### src/rtl/seg7_scan_out.sv
// seg7_scan_out
// Bus-programmed driver for a 4-digit multiplexed 7-segment display.
// The CPU writes the digit data, control and brightness registers over a
// simple cs/we/addr peripheral bus. The block then scans the four digit
// commons in turn. Each digit slot starts with a dark guard interval, which
// suppresses ghosting. A brightness-dependent lit window follows.
//
// The displayed digits come from a shadow copy of DATA. The shadow copy is
// refreshed only at a frame boundary, so the digits never tear mid-frame.
//
// Ports:
//   clk    system clock
//   rst    synchronous active-high reset
//   cs     peripheral select
//   we     1 = write, 0 = read (qualified by cs)
//   addr   register select: 0 DATA, 1 CTRL, 2 BRIGHT, 3 STATUS (read-only)
//   wrdat  write data
//   rddat  combinational read data, 0 unless cs && !we
//   seg    registered segments {dp,g,f,e,d,c,b,a}
//   com    registered digit commons, com[0] = rightmost digit
//   frame  one-cycle pulse after each frame boundary
module seg7_scan_out #(
    parameter int SCAN_DIV       = 12500,
    parameter int GUARD          = 64,
    parameter bit COM_ACTIVE_LOW = 1'b1,
    parameter bit SEG_ACTIVE_LOW = 1'b1
) (
    input  logic        clk,
    input  logic        rst,
    input  logic        cs,
    input  logic        we,
    input  logic [1:0]  addr,
    input  logic [15:0] wrdat,
    output logic [15:0] rddat,
    output logic [7:0]  seg,
    output logic [3:0]  com,
    output logic        frame
);

    localparam int             PW        = $clog2(SCAN_DIV);
    localparam int             STEP      = (SCAN_DIV - GUARD) / 16;
    localparam logic [PW-1:0]  PCNT_LAST = PW'(SCAN_DIV - 1);
    localparam logic [7:0]     SEG_OFF   = {8{SEG_ACTIVE_LOW}};
    localparam logic [3:0]     COM_OFF   = {4{COM_ACTIVE_LOW}};

    logic [15:0]   data_reg;
    logic [15:0]   shadow;
    logic          enable;
    logic [3:0]    dp;
    logic [3:0]    blank;
    logic [3:0]    bright;
    logic          pending;
    logic [PW-1:0] pcnt;
    logic [1:0]    dig;

    logic          wr_data;
    logic          wr_ctrl;
    logic          wr_bright;
    logic          boundary;
    logic          start;
    logic          lit;
    logic [31:0]   pcnt_ext;
    logic [31:0]   win_end;
    logic [3:0]    nibble;
    logic [6:0]    hex_seg;
    logic [7:0]    seg_on;
    logic [3:0]    com_on;

    always_comb begin
        wr_data   = cs && we && (addr == 2'd0);
        wr_ctrl   = cs && we && (addr == 2'd1);
        wr_bright = cs && we && (addr == 2'd2);
        boundary  = enable && (pcnt == PCNT_LAST) && (dig == 2'd3);
        // A 0->1 write of the enable bit restarts the scan with fresh data.
        start     = wr_ctrl && !enable && wrdat[0];
    end

    always_comb begin
        rddat = 16'h0000;
        if (cs && !we) begin
            case (addr)
                2'd0: rddat = data_reg;
                2'd1: rddat = {4'h0, blank, dp, 3'b000, enable};
                2'd2: rddat = {12'h000, bright};
                default: rddat = {13'h0000, pending, dig};
            endcase
        end
    end

    // The lit window runs after the guard interval. Its length is
    // (bright+1) brightness steps, which gives 16 brightness levels.
    always_comb begin
        pcnt_ext = 32'(pcnt);
        win_end  = 32'(GUARD) + (32'(bright) + 32'd1) * 32'(STEP);
        lit      = enable && !blank[dig] &&
                   (pcnt_ext >= 32'(GUARD)) && (pcnt_ext < win_end);
        nibble   = shadow[{dig, 2'b00} +: 4];
    end

    always_comb begin
        hex_seg = 7'h00;
        case (nibble)
            4'h0: hex_seg = 7'h3F;
            4'h1: hex_seg = 7'h06;
            4'h2: hex_seg = 7'h5B;
            4'h3: hex_seg = 7'h4F;
            4'h4: hex_seg = 7'h66;
            4'h5: hex_seg = 7'h6D;
            4'h6: hex_seg = 7'h7D;
            4'h7: hex_seg = 7'h07;
            4'h8: hex_seg = 7'h7F;
            4'h9: hex_seg = 7'h6F;
            4'hA: hex_seg = 7'h77;
            4'hB: hex_seg = 7'h7C;
            4'hC: hex_seg = 7'h39;
            4'hD: hex_seg = 7'h5E;
            4'hE: hex_seg = 7'h79;
            default: hex_seg = 7'h71;
        endcase
        seg_on = {dp[dig], hex_seg};
        com_on = 4'b0001 << dig;
    end

    // Register file and shadow/pending handling. A DATA write that lands
    // exactly on the boundary cycle goes straight into the shadow register,
    // so the pending flag is not left set.
    always_ff @(posedge clk) begin
        if (rst) begin
            data_reg <= 16'h0000;
            shadow   <= 16'h0000;
            enable   <= 1'b0;
            dp       <= 4'h0;
            blank    <= 4'h0;
            bright   <= 4'hF;
            pending  <= 1'b0;
        end else begin
            if (wr_data) begin
                data_reg <= wrdat;
            end
            if (wr_ctrl) begin
                enable <= wrdat[0];
                dp     <= wrdat[7:4];
                blank  <= wrdat[11:8];
            end
            if (wr_bright) begin
                bright <= wrdat[3:0];
            end

            if (start) begin
                shadow  <= data_reg;
                pending <= 1'b0;
            end else if (boundary) begin
                shadow  <= wr_data ? wrdat : data_reg;
                pending <= 1'b0;
            end else if (wr_data) begin
                pending <= 1'b1;
            end
        end
    end

    // Slot and digit counters. They are parked at zero while disabled.
    always_ff @(posedge clk) begin
        if (rst || !enable) begin
            pcnt <= '0;
            dig  <= 2'd0;
        end else if (pcnt == PCNT_LAST) begin
            pcnt <= '0;
            dig  <= dig + 2'd1;
        end else begin
            pcnt <= pcnt + PW'(1);
        end
    end

    // The output registers follow the counter state by one cycle. The
    // polarity is applied by XOR with the inactive pattern.
    always_ff @(posedge clk) begin
        if (rst) begin
            seg   <= SEG_OFF;
            com   <= COM_OFF;
            frame <= 1'b0;
        end else begin
            seg   <= lit ? (seg_on ^ SEG_OFF) : SEG_OFF;
            com   <= lit ? (com_on ^ COM_OFF) : COM_OFF;
            frame <= boundary;
        end
    end

endmodule

### config.mk
export PLATFORM = sky130hd
export DESIGN_NAME = seg7_scan_out
export DESIGN_NICKNAME = d
export VERILOG_FILES = /design/src/rtl/seg7_scan_out.sv
export SDC_FILE = /design/constraint.sdc
export NUM_CORES = 1
export LEC_CHECK = 0
export CAP_MARGIN = 20
export CORE_MARGIN = 8
export CORE_UTILIZATION = 35
export CTS_BUF_LIST = sky130_fd_sc_hd__clkbuf_8
export DETAILED_ROUTE_END_ITERATION = 6
export GPL_TIMING_DRIVEN = 1
export HOLD_SLACK_MARGIN = 0.08
export PLACE_DENSITY = 0.52
export SYNTH_ARGS = -nofsm -noshare
export SYNTH_HDL_FRONTEND = slang
export SYNTH_SLANG_ARGS = --single-unit
### constraint.sdc
create_clock -name clk -period 5.18 [get_ports clk]
set_input_delay 1.295 -clock clk [delete_from_list [all_inputs] [get_ports clk]]
set_output_delay 1.295 -clock clk [all_outputs]
set_load 0.005 [all_outputs]
---- Word level (Yosys, flattened, before mapping) ----
Memory sizes are Yosys's and may differ from the RTL's.
Cells that the tools add are included.
cells by class
  muxes and demuxes ....................... 9
  $mul .................................... 1
  equal/unequal tests ..................... 4
  reduce and logical (&&, ||, !) cells .... 21
  $lt $le $gt $ge ......................... 3
  $add $sub $neg .......................... 4
  shift operators ......................... 2
  bitwise operators ....................... 3
operator list
  cell                   number
  $mux 16                4
  $pmux 16 s3            1
  $add 7x15->16 const A  1
  $lt 14x16->1           1
  $shiftx 16x5->4        1
  $mul 5x10->15 const B  1
  $add 14x1->14 const B  1
  $eq 14x14->1 const B   1
  $ge 14x7->1 const B    1
  $logic_and 1x1->1      12
  $not 8->8              1
  $add 4x1->5 const B    1
  $bmux 1 s2             2
  $eq 2x2->1 const B     2
  $not 4->4              1
  $reduce_or 2->1        2
  $shl 1x2->4 const A    1
  $logic_not 1->1        3
  $lt 2x3->1 const B     1
  $reduce_or 3->1        1
  $add 2x1->2 const B    1
  $eq 2x1->1 const B     1
  $logic_not 2->1        1
  $mux 1                 2
  3 further kinds        3
word-level totals
  bits in registers ....................... 75
  word-level logic and storage cells ...... 60
  output and inout port bits .............. 29
  bits in read-only memories .............. 112
  input port bits ......................... 22
  memories ................................ 1
memories
  name              words  bits a word  read ports  clocked after memory_dff  wr ports  RTL line  text
  (name not given)  16     7            1           0                         0         102       case (nibble)

---- Longest topological paths before layout ----
  word-level depth ........................ 8
  mapped depth ............................ 19
  gate-level depth less buffers ........... 17

---- Worst setup path after synthesis ----
OpenSTA, ideal clock, no wires.
  path kind ............................... register -> register
  start ................................... reg bright[0]
  end ..................................... reg seg[5]
  clock period less this slack ............ 4.040 ns
  path buffers ............................ 2
  stages on the path, launching flop included .. 20
  arrival time ............................ 3.955 ns
  data required time ...................... 5.095 ns
  setup slack ............................. 1.140 ns
  library setup time ...................... 0.085 ns
  cells stage by stage .................... dfxtp_1 -> buf_2 -> inv_1 -> ha_1 -> ha_1 -> ha_1 -> ha_1 -> fa_1 -> a31oi_1 -> o21bai_1 -> a21oi_1 -> xor2_1 -> ha_1 -> nand4_1 -> a211oi_1 -> o311ai_0 -> a222oi_1 -> a21oi_1 -> clkbuf_1 -> o221ai_1
between the ends
  longest elaborated chain between the ends .. 7
RTL lines
  item                       RTL line  text
  from (decl)                51        logic [3:0] bright;
  from (signal assigned)     146       bright <= wrdat[3:0];
  $add 4x1->5                94        win_end = 32'(GUARD) + (32'(bright) + 32'd1) * 32'(STEP);
  $mul 5x10->15              94
  $add 7x15->16              94
  $lt 14x16->1               96        (pcnt_ext >= 32'(GUARD)) && (pcnt_ext < win_end);
  $logic_and 1x1->1          96
  $not 1->1 (no line)        -
  $reduce_or 2->1 (no line)  -
  to (signal assigned)       182       seg <= lit ? (seg_on ^ SEG_OFF) : SEG_OFF;
  to (decl)                  35        output logic [7:0] seg,
Every way passes these cells.
A chain may end at the register's enable or synchronous reset.

---- Worst setup path after layout ----
  start ................................... reg bright[0]
  end ..................................... reg seg[6]
Same word-level chain as after synthesis.

==> results_dict.tcl <==
set metrics [dict create \
    result_of_the_run "completed" \
    synth.mux.area_fraction 0.0841 \
    cp_max_fo 12 \
    synth-adder-area-share 0.133 \
    finalCoreUtilization 0.426 \
    cts_inserted_buffers 9 \
    cts-root-buf "sky130_fd_sc_hd__clkbuf_8" \
    netlist_top_cells_count "sky130_fd_sc_hd__nand2_1 (86), sky130_fd_sc_hd__dfxtp_1 (75), sky130_fd_sc_hd__ha_1 (44), sky130_fd_sc_hd__inv_1 (38), sky130_fd_sc_hd__nor2_1 (38)" \
    gp_routability_congestion 0.850 \
    worstMarginPinSlew_ns 0.952 \
    synthesis.yosys.warnings 0 \
    clock_tree.htree_level_count 3 \
    syn_area_sq_mm 0.00429 \
    fin_crit_ns 4.74 \
    initial_antenna_violation_count 0 \
    cts-resized-gates 0 \
    postCtsSetupBuffers 0 \
    core_area_sq_mm 0.0120 \
    hold-worst-slack_ns 0.472 \
    synth_seq_cells 75 \
    global_route_wire_length_before_repair_um 18400 \
    drcViolationCount 0 \
    drt_first_iter_violations 222 \
    detailed_place_hpwl_um 8200 \
    drt_pass1_iterations 6 \
    fillerInstances 1203 \
    gr-usage-all-layers 0.142 \
    post_placement_cell_area_sq_mm 0.00491 \
    synth_xor_area_frac 0.0470 \
    num_antenna_cells 0 \
    postSynthCellCount 491 \
    io_buffer_count 50 \
    postCtsHoldBufs 0 \
    seq_power_share 0.507 \
    finalSetupTns_ns 0 \
    combPwrFrac 0.115 \
    layout.nets 600 \
    netlist.area_leader.share 0.350 \
    power.share.clock 0.378 \
    ant_nets 0 \
    critPathKind "flop to flop" \
    clk_pin_slew_worst_paths_ns 0.09 \
    ir_drop_worst_case_vdd_v 0.0000963 \
    clock_insertion_delay_worst_skew_ns 0.37 \
    combinational_family_with_the_most_area_after_synthesis "simple AND/OR/NAND/NOR gates" \
    hold_path_class "flop to flop" \
    placementRows 40 \
    post_synth.cell_area_avg_sq_um 8.73 \
    detail_route.vias_per_cell 5.26 \
    postSynthNetCount 558 \
    leakagePower_nw 2.00 \
    worst_slew_margin_rel 0.365 \
    final.period_utilization 0.915 \
    syn2layout_area_growth_pct 18.8 \
    multi_input_comb_area_sq_mm 0.00253 \
    synth_top_cells_by_area "sky130_fd_sc_hd__dfxtp_1 (35%), sky130_fd_sc_hd__ha_1 (13%), sky130_fd_sc_hd__nand2_1 (7.5%)" \
    grt_setup_unrepaired "no" \
    grt_max_degree 28 \
    endpoint_kind "flop" \
    cp.required_ns 5.37 \
    detail_route.wirelength_um 11000 \
    grt_pass1_vias 3597 \
    design_area_sq_mm 0.00509 \
    post-synth-top-area-cell "sky130_fd_sc_hd__dfxtp_1" \
    start_util 0.358 \
    worstSetupStartpointType "flop" \
    post_layout_nonfiller_instances 685 \
    synth_enable_flop_cells 0 \
    synthMostInstantiatedCell "sky130_fd_sc_hd__nand2_1" \
    final-hold-violation-count 0 \
    drv.max_cap_violation_count 0 \
    yosys.area_share.simple 0.180 \
    upper_clock_frequency_limit_mhz 211 \
    ys.flop_type "sky130_fd_sc_hd__dfxtp_1" \
    boundaryPins 51 \
    globalRoute.totalOverflow 0 \
    final_setup_skew_ns 0.0155 \
    routed-via-count 3603 \
    setup_viol 0 \
    power.net_switching_w 0.000332 \
    synthArstFlopShare 0 \
    place_inst 669 \
    clk_path_buf_depth 2 \
    synth_sequential_area_ratio 0.350 \
    synth-compound-area-share 0.146 \
    routedWlPerCell_um 16.1 \
    chipHeight_um 127 \
    clkSinkCount 75 \
    die_x_um 127 \
    drv_slew 0 \
    switching_share 0.287 \
    power-per-cell-area_mw_per_mm2 227 \
    dieArea_sq_mm 0.0160 \
    post_route_cells_drive_above_1_share 0.0743 \
    synth_cell_types 50 \
    p_int_w 0.000824 \
    tritoncts "yes" \
    worst_ep_arrival_time_ns 4.92 \
    seq_area_sq_mm 0.00150 \
]
==> through the flow <==
step	power (W)	worst slack, ns
after floorplan	0.000684	1.14
after global placement	0.000733	0.631
after detailed placement	0.000733	0.463
after CTS	0.00117	0.444
after global routing	0.00121	0.104
final	0.00116	0.441
==> worst paths after layout <==
check        startpoint       to  slack, ns  depth (start not counted)
min reg2reg     pending  pending       0.47                          1
min             pending  pending       0.47                          1
max           bright[0]   seg[6]       0.44                         18
max reg2reg   bright[0]   seg[6]       0.44                         18
==> per-layer routing <==
layer  wire [um]  track usage
met2        4830        0.217
met5           0            0
met4         182       0.0567
met1        5470        0.188
met3         567       0.0369
==> power by group through the flow <==
stage,clock network [W],logic (W),registers (W)
after floorplan,0,0.0000857,0.000598
after global placement,0,0.000133,0.000600
after detailed placement,0,0.000133,0.000600
after CTS,0.000452,0.000135,0.000586
after global routing,0.000477,0.000148,0.000587
final,0.000436,0.000133,0.000586
==> placed cells by master, fill, tap and decap left out, types with 3 or more instances in the layout <==
| cell | instances |
|---|---|
| sky130_fd_sc_hd__clkdlybuf4s50_1 | 50 |
| sky130_fd_sc_hd__o221ai_1 | 3 |
| sky130_fd_sc_hd__nor2b_1 | 3 |
| sky130_fd_sc_hd__inv_1 | 38 |
| sky130_fd_sc_hd__mux4_2 | 6 |
| sky130_fd_sc_hd__mux2_2 | 4 |
| sky130_fd_sc_hd__or3_1 | 4 |
| sky130_fd_sc_hd__and2_1 | 8 |
| sky130_fd_sc_hd__xor2_1 | 13 |
| sky130_fd_sc_hd__clkbuf_8 | 9 |
| sky130_fd_sc_hd__or2_2 | 3 |
| sky130_fd_sc_hd__nor3_1 | 3 |
| sky130_fd_sc_hd__mux2i_1 | 18 |
| sky130_fd_sc_hd__o21ai_0 | 7 |
| sky130_fd_sc_hd__a211oi_1 | 3 |
| sky130_fd_sc_hd__nor2_1 | 38 |
| sky130_fd_sc_hd__a31oi_1 | 3 |
| sky130_fd_sc_hd__nand3_1 | 6 |
| sky130_fd_sc_hd__nand4_1 | 4 |
| sky130_fd_sc_hd__a21oi_1 | 35 |
| sky130_fd_sc_hd__buf_4 | 6 |
| sky130_fd_sc_hd__xnor2_1 | 10 |
| sky130_fd_sc_hd__a222oi_1 | 17 |
| sky130_fd_sc_hd__dfxtp_1 | 75 |
| sky130_fd_sc_hd__ha_1 | 44 |
| sky130_fd_sc_hd__nand2_1 | 86 |
==> cells by family (layout without fill, tap and decap cells) <==
family                   count (synthesis)  count (layout)
XOR/XNOR                                23              23
multiplexers                            28              28
buffers and inverters                   63             110
AND/OR/NAND/NOR                        169             169
flip-flops                              75              75
adder cells (fa/ha/maj)                 45              45
AO/OA/AOI/OAI                           88              88
==> critical path, stage by stage (launching register included) <==
cell,delay [ns]
sky130_fd_sc_hd__dfxtp_1,0.33
sky130_fd_sc_hd__buf_4,0.16
sky130_fd_sc_hd__ha_1,0.21
sky130_fd_sc_hd__and3_1,0.25
sky130_fd_sc_hd__ha_1,0.22
sky130_fd_sc_hd__ha_1,0.28
sky130_fd_sc_hd__ha_1,0.23
sky130_fd_sc_hd__fa_1,0.43
sky130_fd_sc_hd__a31oi_1,0.29
sky130_fd_sc_hd__o21bai_1,0.13
sky130_fd_sc_hd__a21oi_1,0.18
sky130_fd_sc_hd__xor2_1,0.17
sky130_fd_sc_hd__ha_1,0.26
sky130_fd_sc_hd__nand4_1,0.10
sky130_fd_sc_hd__a211oi_1,0.05
sky130_fd_sc_hd__o311ai_0,0.11
sky130_fd_sc_hd__a222oi_1,0.15
sky130_fd_sc_hd__a21oi_1,0.72
sky130_fd_sc_hd__o221ai_1,0.28
==> area by class of cell <==
class | count | share of cell area
flip-flops and latches | 75 | 0.295
repair buffers | 56 | 0.107
multi-input cells | 353 | 0.498
inverters | 38 | 0.0280
well taps | 147 | 0.0361
clock inverters | 7 | 0.0120
clock buffers | 9 | 0.0243
No activity file was read; power rests on OpenSTA's default activity.
